**src/rtl/rv_instr_encoder.sv**
```systemverilog
// Purpose : encodes RV32I instruction descriptors into 32-bit words and writes them
//           in sequence into instruction memory. Illegal or out-of-range
//           descriptors are rejected and reported.
// Latency : handshake at edge N, then ENC at cycle N+1, then write or error at cycle N+2.
//           Throughput is one descriptor every 3 cycles.
// Backpressure: in_ready is high only in IDLE, when not full and when clear is low.
//
// Ports:
//   clk, reset (sync, active-high), clear (sync pointer reset and abort)
//   in_valid/in_ready handshake plus descriptor fields:
//     in_class, in_funct3, in_funct7b5, in_rd, in_rs1, in_rs2, in_imm
//   mem_we/mem_addr/mem_wdata : imem write port
//   count/full                : words written since reset or clear
//   err/err_code              : reject pulse; the code is held until the next reject
module rv_instr_encoder #(
    parameter int ADDR_W = 6,
    parameter int DEPTH  = 64
) (
    input  logic              clk,
    input  logic              reset,
    input  logic              clear,
    input  logic              in_valid,
    output logic              in_ready,
    input  logic [2:0]        in_class,
    input  logic [2:0]        in_funct3,
    input  logic              in_funct7b5,
    input  logic [4:0]        in_rd,
    input  logic [4:0]        in_rs1,
    input  logic [4:0]        in_rs2,
    input  logic [31:0]       in_imm,
    output logic              mem_we,
    output logic [ADDR_W-1:0] mem_addr,
    output logic [31:0]       mem_wdata,
    output logic [ADDR_W:0]   count,
    output logic              full,
    output logic              err,
    output logic [1:0]        err_code
);

    typedef enum logic [1:0] {
        S_IDLE = 2'd0,
        S_ENC  = 2'd1,
        S_WR   = 2'd2
    } state_t;

    localparam logic [2:0] C_LW    = 3'd0;
    localparam logic [2:0] C_SW    = 3'd1;
    localparam logic [2:0] C_RTYPE = 3'd2;
    localparam logic [2:0] C_ITYPE = 3'd3;
    localparam logic [2:0] C_BEQ   = 3'd4;
    localparam logic [2:0] C_JAL   = 3'd5;

    localparam logic [1:0] E_NONE  = 2'b00;
    localparam logic [1:0] E_ILL   = 2'b01;
    localparam logic [1:0] E_RANGE = 2'b10;
    localparam logic [1:0] E_ALIGN = 2'b11;

    localparam logic [ADDR_W:0] DEPTH_C = DEPTH[ADDR_W:0];
    localparam logic [ADDR_W:0] ONE_C   = {{ADDR_W{1'b0}}, 1'b1};

    state_t state_q, state_d;

    // Descriptor fields captured at the handshake.
    logic [2:0]         cls_q;
    logic [2:0]         f3_q;
    logic               f7_q;
    logic [4:0]         rd_q;
    logic [4:0]         rs1_q;
    logic [4:0]         rs2_q;
    logic signed [31:0] imm_q;

    // Encoded word and verdict, registered at the end of ENC.
    logic [31:0] word_q, word_c;
    logic [1:0]  code_q, code_c;

    logic [1:0]      err_code_q;
    logic [ADDR_W:0] count_q;

    logic accept;
    logic abort;
    logic illegal, range_bad, misaligned;
    logic imm12_ok, imm13_ok, imm21_ok;

    assign abort    = reset || clear;
    assign full     = (count_q == DEPTH_C);
    assign in_ready = (state_q == S_IDLE) && !full && !abort;
    assign accept   = in_valid && in_ready;

    // Next-state logic. clear forces IDLE. reset is handled in the register.
    always_comb begin
        state_d = state_q;
        unique case (state_q)
            S_IDLE:  if (accept) state_d = S_ENC;
            S_ENC:   state_d = S_WR;
            S_WR:    state_d = S_IDLE;
            default: state_d = S_IDLE;
        endcase
        if (clear) state_d = S_IDLE;
    end

    // Immediate range windows. B and J offsets are byte offsets of even size.
    assign imm12_ok = (imm_q >= -32'sd2048)    && (imm_q <= 32'sd2047);
    assign imm13_ok = (imm_q >= -32'sd4096)    && (imm_q <= 32'sd4094);
    assign imm21_ok = (imm_q >= -32'sd1048576) && (imm_q <= 32'sd1048574);

    // Encode and classify the latched descriptor.
    always_comb begin
        word_c     = 32'h0;
        illegal    = 1'b0;
        range_bad  = 1'b0;
        misaligned = 1'b0;

        // funct7 bit 5 is meaningful only for sub.
        if (f7_q && !(cls_q == C_RTYPE && f3_q == 3'b000)) illegal = 1'b1;

        unique case (cls_q)
            C_LW: begin
                word_c    = {imm_q[11:0], rs1_q, 3'b010, rd_q, 7'b0000011};
                range_bad = !imm12_ok;
            end
            C_SW: begin
                word_c    = {imm_q[11:5], rs2_q, rs1_q, 3'b010, imm_q[4:0], 7'b0100011};
                range_bad = !imm12_ok;
            end
            C_RTYPE: begin
                // Bit 30 is set only for sub. The shift, compare and logic ops clear it.
                word_c = {1'b0, f7_q & (f3_q == 3'b000), 5'b0, rs2_q, rs1_q, f3_q, rd_q,
                          7'b0110011};
                if (!(f3_q inside {3'b000, 3'b001, 3'b010, 3'b110, 3'b111})) illegal = 1'b1;
            end
            C_ITYPE: begin
                word_c    = {imm_q[11:0], rs1_q, f3_q, rd_q, 7'b0010011};
                range_bad = !imm12_ok;
                if (!(f3_q inside {3'b000, 3'b010, 3'b110, 3'b111})) illegal = 1'b1;
            end
            C_BEQ: begin
                word_c     = {imm_q[12], imm_q[10:5], rs2_q, rs1_q, 3'b000, imm_q[4:1],
                              imm_q[11], 7'b1100011};
                range_bad  = !imm13_ok;
                misaligned = imm_q[0];
            end
            C_JAL: begin
                word_c     = {imm_q[20], imm_q[10:1], imm_q[11], imm_q[19:12], rd_q,
                              7'b1101111};
                range_bad  = !imm21_ok;
                misaligned = imm_q[0];
            end
            default: illegal = 1'b1;
        endcase

        // An illegal class or funct wins over a range error, which wins over misalignment.
        if (illegal)         code_c = E_ILL;
        else if (range_bad)  code_c = E_RANGE;
        else if (misaligned) code_c = E_ALIGN;
        else                 code_c = E_NONE;
    end

    // The write or error in WR is suppressed in the cycle that reset or clear is asserted,
    // so an aborted descriptor leaves no trace.
    assign mem_we    = (state_q == S_WR) && (code_q == E_NONE) && !abort;
    assign err       = (state_q == S_WR) && (code_q != E_NONE) && !abort;
    assign mem_addr  = count_q[ADDR_W-1:0];
    assign mem_wdata = mem_we ? word_q : 32'h0;
    assign err_code  = err ? code_q : err_code_q;
    assign count     = count_q;

    always_ff @(posedge clk) begin
        if (reset) begin
            state_q    <= S_IDLE;
            cls_q      <= 3'd0;
            f3_q       <= 3'd0;
            f7_q       <= 1'b0;
            rd_q       <= 5'd0;
            rs1_q      <= 5'd0;
            rs2_q      <= 5'd0;
            imm_q      <= 32'sd0;
            word_q     <= 32'h0;
            code_q     <= E_NONE;
            err_code_q <= E_NONE;
            count_q    <= '0;
        end else begin
            state_q <= state_d;
            if (accept) begin
                cls_q <= in_class;
                f3_q  <= in_funct3;
                f7_q  <= in_funct7b5;
                rd_q  <= in_rd;
                rs1_q <= in_rs1;
                rs2_q <= in_rs2;
                imm_q <= in_imm;
            end
            if (state_q == S_ENC) begin
                word_q <= word_c;
                code_q <= code_c;
            end
            if (err) err_code_q <= code_q;
            if (clear)       count_q <= '0;
            else if (mem_we) count_q <= count_q + ONE_C;
        end
    end

endmodule

```
**config.mk**
```make
export PLATFORM = sky130hd
export DESIGN_NAME = rv_instr_encoder
export DESIGN_NICKNAME = d
export VERILOG_FILES = /design/src/rtl/rv_instr_encoder.sv
export SDC_FILE = /design/constraint.sdc
export NUM_CORES = 1
export LEC_CHECK = 0
export CAP_MARGIN = 10
export CORE_MARGIN = 3
export CORE_UTILIZATION = 25
export CTS_CLUSTER_DIAMETER = 200
export DETAILED_ROUTE_END_ITERATION = 10
export PLACE_DENSITY = 0.54
export SYNTH_ARGS = -nofsm -noshare
export SYNTH_HDL_FRONTEND = slang
export SYNTH_SLANG_ARGS = --single-unit
```
**constraint.sdc**
```tcl
create_clock -name clk -period 2.1 [get_ports clk]
set_clock_uncertainty 0.1 [all_clocks]
set_input_delay 0.315 -clock clk [delete_from_list [all_inputs] [get_ports clk]]
set_output_delay 0.315 -clock clk [all_outputs]
set_load 0.005 [all_outputs]
```
=== Yosys cells after proc, flatten, opt, wreduce, memory -nomap -nowiden ===
Index checks and enable logic that the tools add are counted.
Widths: inputs -> output; s select.

* Eq/ne operators: 13
* $lt $le $gt $ge: 6
* Add/sub/neg operators: 1
* Reductions and logical operators: 30
* Mux-type cells: 14
* Bitwise logic cells: 1

{| class="wikitable"
|+ Operators by type and width
! cell !! count
|-
| $pmux 32 s6 || 1
|-
| $ge 32x12->1 const B || 1
|-
| $ge 32x13->1 const B || 1
|-
| $ge 32x21->1 const B || 1
|-
| $le 32x12->1 const B || 1
|-
| $le 32x13->1 const B || 1
|-
| $le 32x21->1 const B || 1
|-
| $mux 32 || 1
|-
| $eq 3x3->1 const B || 4
|-
| $logic_and 1x1->1 || 12
|-
| $mux 2 || 5
|-
| $eq 3x2->1 const B || 3
|-
| $add 7x1->7 const B || 1
|-
| $eq 7x7->1 const B || 1
|-
| $eq 3x1->1 const B || 2
|-
| $logic_not 1->1 || 6
|-
| $logic_not 3->1 || 2
|-
| $pmux 1 s3 || 2
|-
| $reduce_bool 5->1 || 1
|-
| $logic_not 2->1 || 2
|-
| $mux 1 || 4
|-
| $pmux 2 s2 || 1
|-
| $reduce_bool 4->1 || 1
|-
| $reduce_or 2->1 || 2
|-
| other kinds (8) || 8
|}

* Bits in registers: 99
* Output and inout port bits: 51

=== Longest topological paths before layout ===
* Depth in word-level cells: 8
* Depth in mapped cells: 9
* Mapped depth without buffers: 8

=== Worst setup path before layout ===
No wires, ideal clock.

* Kind: input -> output
* Start: input reset
* End: output mem_wdata[1]
* Stages on the path: 6
* Data required time: 1685 ps
* Slack: 87 ps
* Arrival time: 1598 ps
* Path buffers: 3
* Path through: buf_6 -> nor4b_4 -> nor3b_4 -> clkbuf_1 -> and2_1 -> buf_4

* Word-level cells in the longest chain between the ends: 4

{| class="wikitable"
|+ Ends and longest elaborated chain
! element !! line !! RTL
|-
| start: declaration || 20 || <nowiki>input logic reset,</nowiki>
|-
| $logic_or 1x1->1 || 84 || <nowiki>assign abort = reset || clear;</nowiki>
|-
| $logic_not 1->1 || 160 || <nowiki>assign mem_we = (state_q == S_WR) && (code_q == E_NONE) && !abort;</nowiki>
|-
| $logic_and 1x1->1 || 160 ||
|-
| $mux 32 || 163 || <nowiki>assign mem_wdata = mem_we ? word_q : 32'h0;</nowiki>
|-
| end: declaration || 33 || <nowiki>output logic [31:0] mem_wdata,</nowiki>
|}

Every way passes these cells.

=== Worst setup path in the final report ===
* Start: register state_q[0]
* End: output mem_wdata[31]

* Word-level cells in the longest chain between the ends: 4

{| class="wikitable"
|+ Ends and longest elaborated chain
! element !! line !! RTL
|-
| start: declaration || 61 || <nowiki>state_t state_q, state_d;</nowiki>
|-
| start signal: assignment || 182 || <nowiki>state_q <= state_d;</nowiki>
|-
| $eq 2x2->1 || 160 ||
|-
| $logic_and 1x1->1 (2 in a row) || 160 ||
|-
| $mux 32 || 163 ||
|}

Every way passes these cells.

==> flow_summary.ini <==
[grt]
track_usage_pct = 16.9
grt_pass1_wl_mm = 26.0
antenna_found_initial = 0
overflow = 0
grt_pass1_vias = 4902
grt_start_max_net_pins = 90

[placed_design]
place_congestion = 0.864
port_buffers = 108
place_ws_ps = -604
placed_area_um2 = 5960
place_hpwl_mm = 10.4

[clocking]
postCtsHoldBufs = 0
cts_buffers = 9
clk_path_buf_depth = 2
cts_tree = done
clock_latency_ps = 360
htreeDepth = 3
clkTransAtPathRegs_ps = 70
root_buffer = clkbuf_16
clock-sinks = 97

[sta]
holdWs_ps = 353
setup_slack_ps = -155
max-slew-margin-rel_pct = 16.8
hold_viol = 0
fmax_mhz = 443
tightest_slew_ps = 1250
fin_crit_ps = 2260
finalMaxSlewViolations = 0
setup_viol = 81
fin_crit_sh_pct = 107
rsz0062_at_grt = true

[floorplanning]
coreArea_um2 = 17400
die_h_um = 139
initial_core_util_pct = 25.7
fp-row-count = 48
die_x_um = 139
die_area_um2 = 19500
num_io_pins = 109

[setup_path]
cpPeakStageDelay_ps = 330
crit_path_top_delay_cell = dfxtp_2
crit_chain = nor4b_4 -> nor3b_4 -> buf_4 -> buf_6 -> buf_16 -> and2_1 -> buf_2
criticalPathCategory = register to primary output
cp.arrival_ps = 1840
cp-start-kind = register
required_ps = 1680
end_kind = primary output
r2r_slack_ps = -110
critPathMaxFanout = 9

[yosys]
synth_ff_type = dfxtp_1
yosys-top-cells-area = dfxtp_1, nand2_1, a21oi_1, and2_1, mux2i_1
avgSynthCellArea_um2 = 7.87
yosysTopAreaCell = dfxtp_1
synth-seq-cells = 97
synth_cells = 566
synth.distinct_cells = 44
async_flop_share_pct = 0
ys_warn_count = 0
synth_edf_count = 0
syn_nets = 626
netlist_area_um2 = 4450
ys_seq_area_share_pct = 43.6
yosysTopAreaCellShare_pct = 43.6

[detailed_routing]
wl_per_cell_um = 17.3
drt_iter0_drc = 293
vias_per_cell = 4.86
drtAntennaViolNets = 0
vias = 4657
first_pass_iters = 4
routed_wl_mm = 16.6
drc = 0

[flow_run]
drv_cap = 0

[layout]
antenna_cells = 0
final_cell_mix = dfxtp_1, clkdlybuf4s50_1, nand2_4
drive_gt1_share_pct = 44.6
postLayoutCoreUtil_pct = 44.7
fin_nets = 788
regArea_um2 = 1950
final_area_um2 = 7760
area_delta_synth_final_pct = 74.3
fillers = 1661
layout_commonest_cell = dfxtp_1
multi_input_area_um2 = 3100

[min_path]
min_path_type = register to register

[power_and_ir_drop]
p_leak_nw = 3.09
power.density_nw_per_um2 = 554
ir_worst_vdd_mv = 0.376
p_total_mw = 4.30

[run_status]
status = finished, violations left
violations = setup timing
## state kept, by name, summed over array words and instances, names as in the netlist
| register | cells |
|---|---|
| cls_q | 3 |
| code_q | 2 |
| count | 7 |
| err_code_q | 2 |
| f3_q | 3 |
| f7_q | 1 |
| imm_q | 32 |
| rd_q | 5 |
| rs1_q | 5 |
| rs2_q | 5 |
| state_q | 2 |
| word_q | 30 |
## where the power goes
group          leakage [nW]  switching, mW  internal, mW
Clock                 0.149          0.774         0.947
Sequential            0.790         0.0583          1.90
Combinational          2.15          0.314         0.310
## repair_timing
action | in CTS | in global routing
pin swaps | 80 | 76
gates resized for setup | 307 | 147
gates cloned | 17 | 1
setup buffers | 41 | 7
endpoints found under the setup margin | 94 | 98
## logic make-up after synthesis
| group | synth area share, % |
|---|---|
| AOI/OAI and AO/OA | 18.7 |
| xor gates and xnor gates | 1.18 |
| adders and majority gates | 0.562 |
| buffers and inverters | 5.90 |
| DFF | 43.6 |
| muxes | 3.85 |
| and+or+nand+nor | 26.3 |
## worst max-delay path: cells and delay by family, from the launching register on
| family | cells | cell delay [ps] |
|---|---|---|
| and+or+nand+nor | 3 | 680 |
| buffers and inverters | 4 | 480 |
| DFF | 1 | 330 |
## metal layers
layer / wire length (um) / GRT usage, % / vias up
li1: - / - / 2286
met1: 7350 / 21.7 / 2214
met2: 7990 / 27.4 / 136
met3: 901 / 4.26 / 21
met4: 310 / 6.39 / 0
met5: 0 / 0 / -
## per-stage QoR
| stage | std cells | setup TNS [ps] |
|---|---|---|
| after CTS | 968 | -13890 |
| after detailed placement | 895 | -37480 |
| after global routing | 958 | -13830 |
| final | 958 | -7170 |
| after floorplan | 566 | 0 |
| after global placement | 895 | -36740 |
## area by class of cell
| class | count | area share (%) |
|---|---|---|
| timing repair inverter | 1 | 0.210 |
| multi-input combinational | 413 | 40.0 |
| tap | 225 | 3.63 |
| inverter | 8 | 0.483 |
| clock buffer | 9 | 2.90 |
| timing repair buffer | 198 | 26.6 |
| clock inverter | 7 | 1.08 |
| sequential | 97 | 25.1 |
## synth_stat cells, types with 2 or more instances
library cell	n
a21oi_1	78
nand2_1	129
nor4_1	5
a22oi_1	12
dfxtp_1	97
inv_1	7
xnor2_1	2
a211oi_1	9
buf_4	8
buf_1	2
clkbuf_1	25
a221oi_1	5
o21ai_0	13
ha_1	2
nor2b_1	4
a311oi_1	3
a22o_1	5
o221ai_1	6
nor2_1	38
mux2i_1	16
nand4_1	8
nor3_1	11
or3_1	3
xor2_1	4
and2_1	33
nand3_1	11
buf_2	12
nor4b_1	2
## worst paths after layout
| path | startpoint | end | depth (start not counted) |
|---|---|---|---|
| worst max-delay path | state_q[0] | mem_wdata[31] | 7 |
| worst min-delay path | word_q[4] | word_q[4] | 2 |
| worst max register to register | count[1] | imm_q[9] | 10 |
| worst min register to register | word_q[4] | word_q[4] | 2 |
Note: power is estimated with default switching activity, not from simulation.
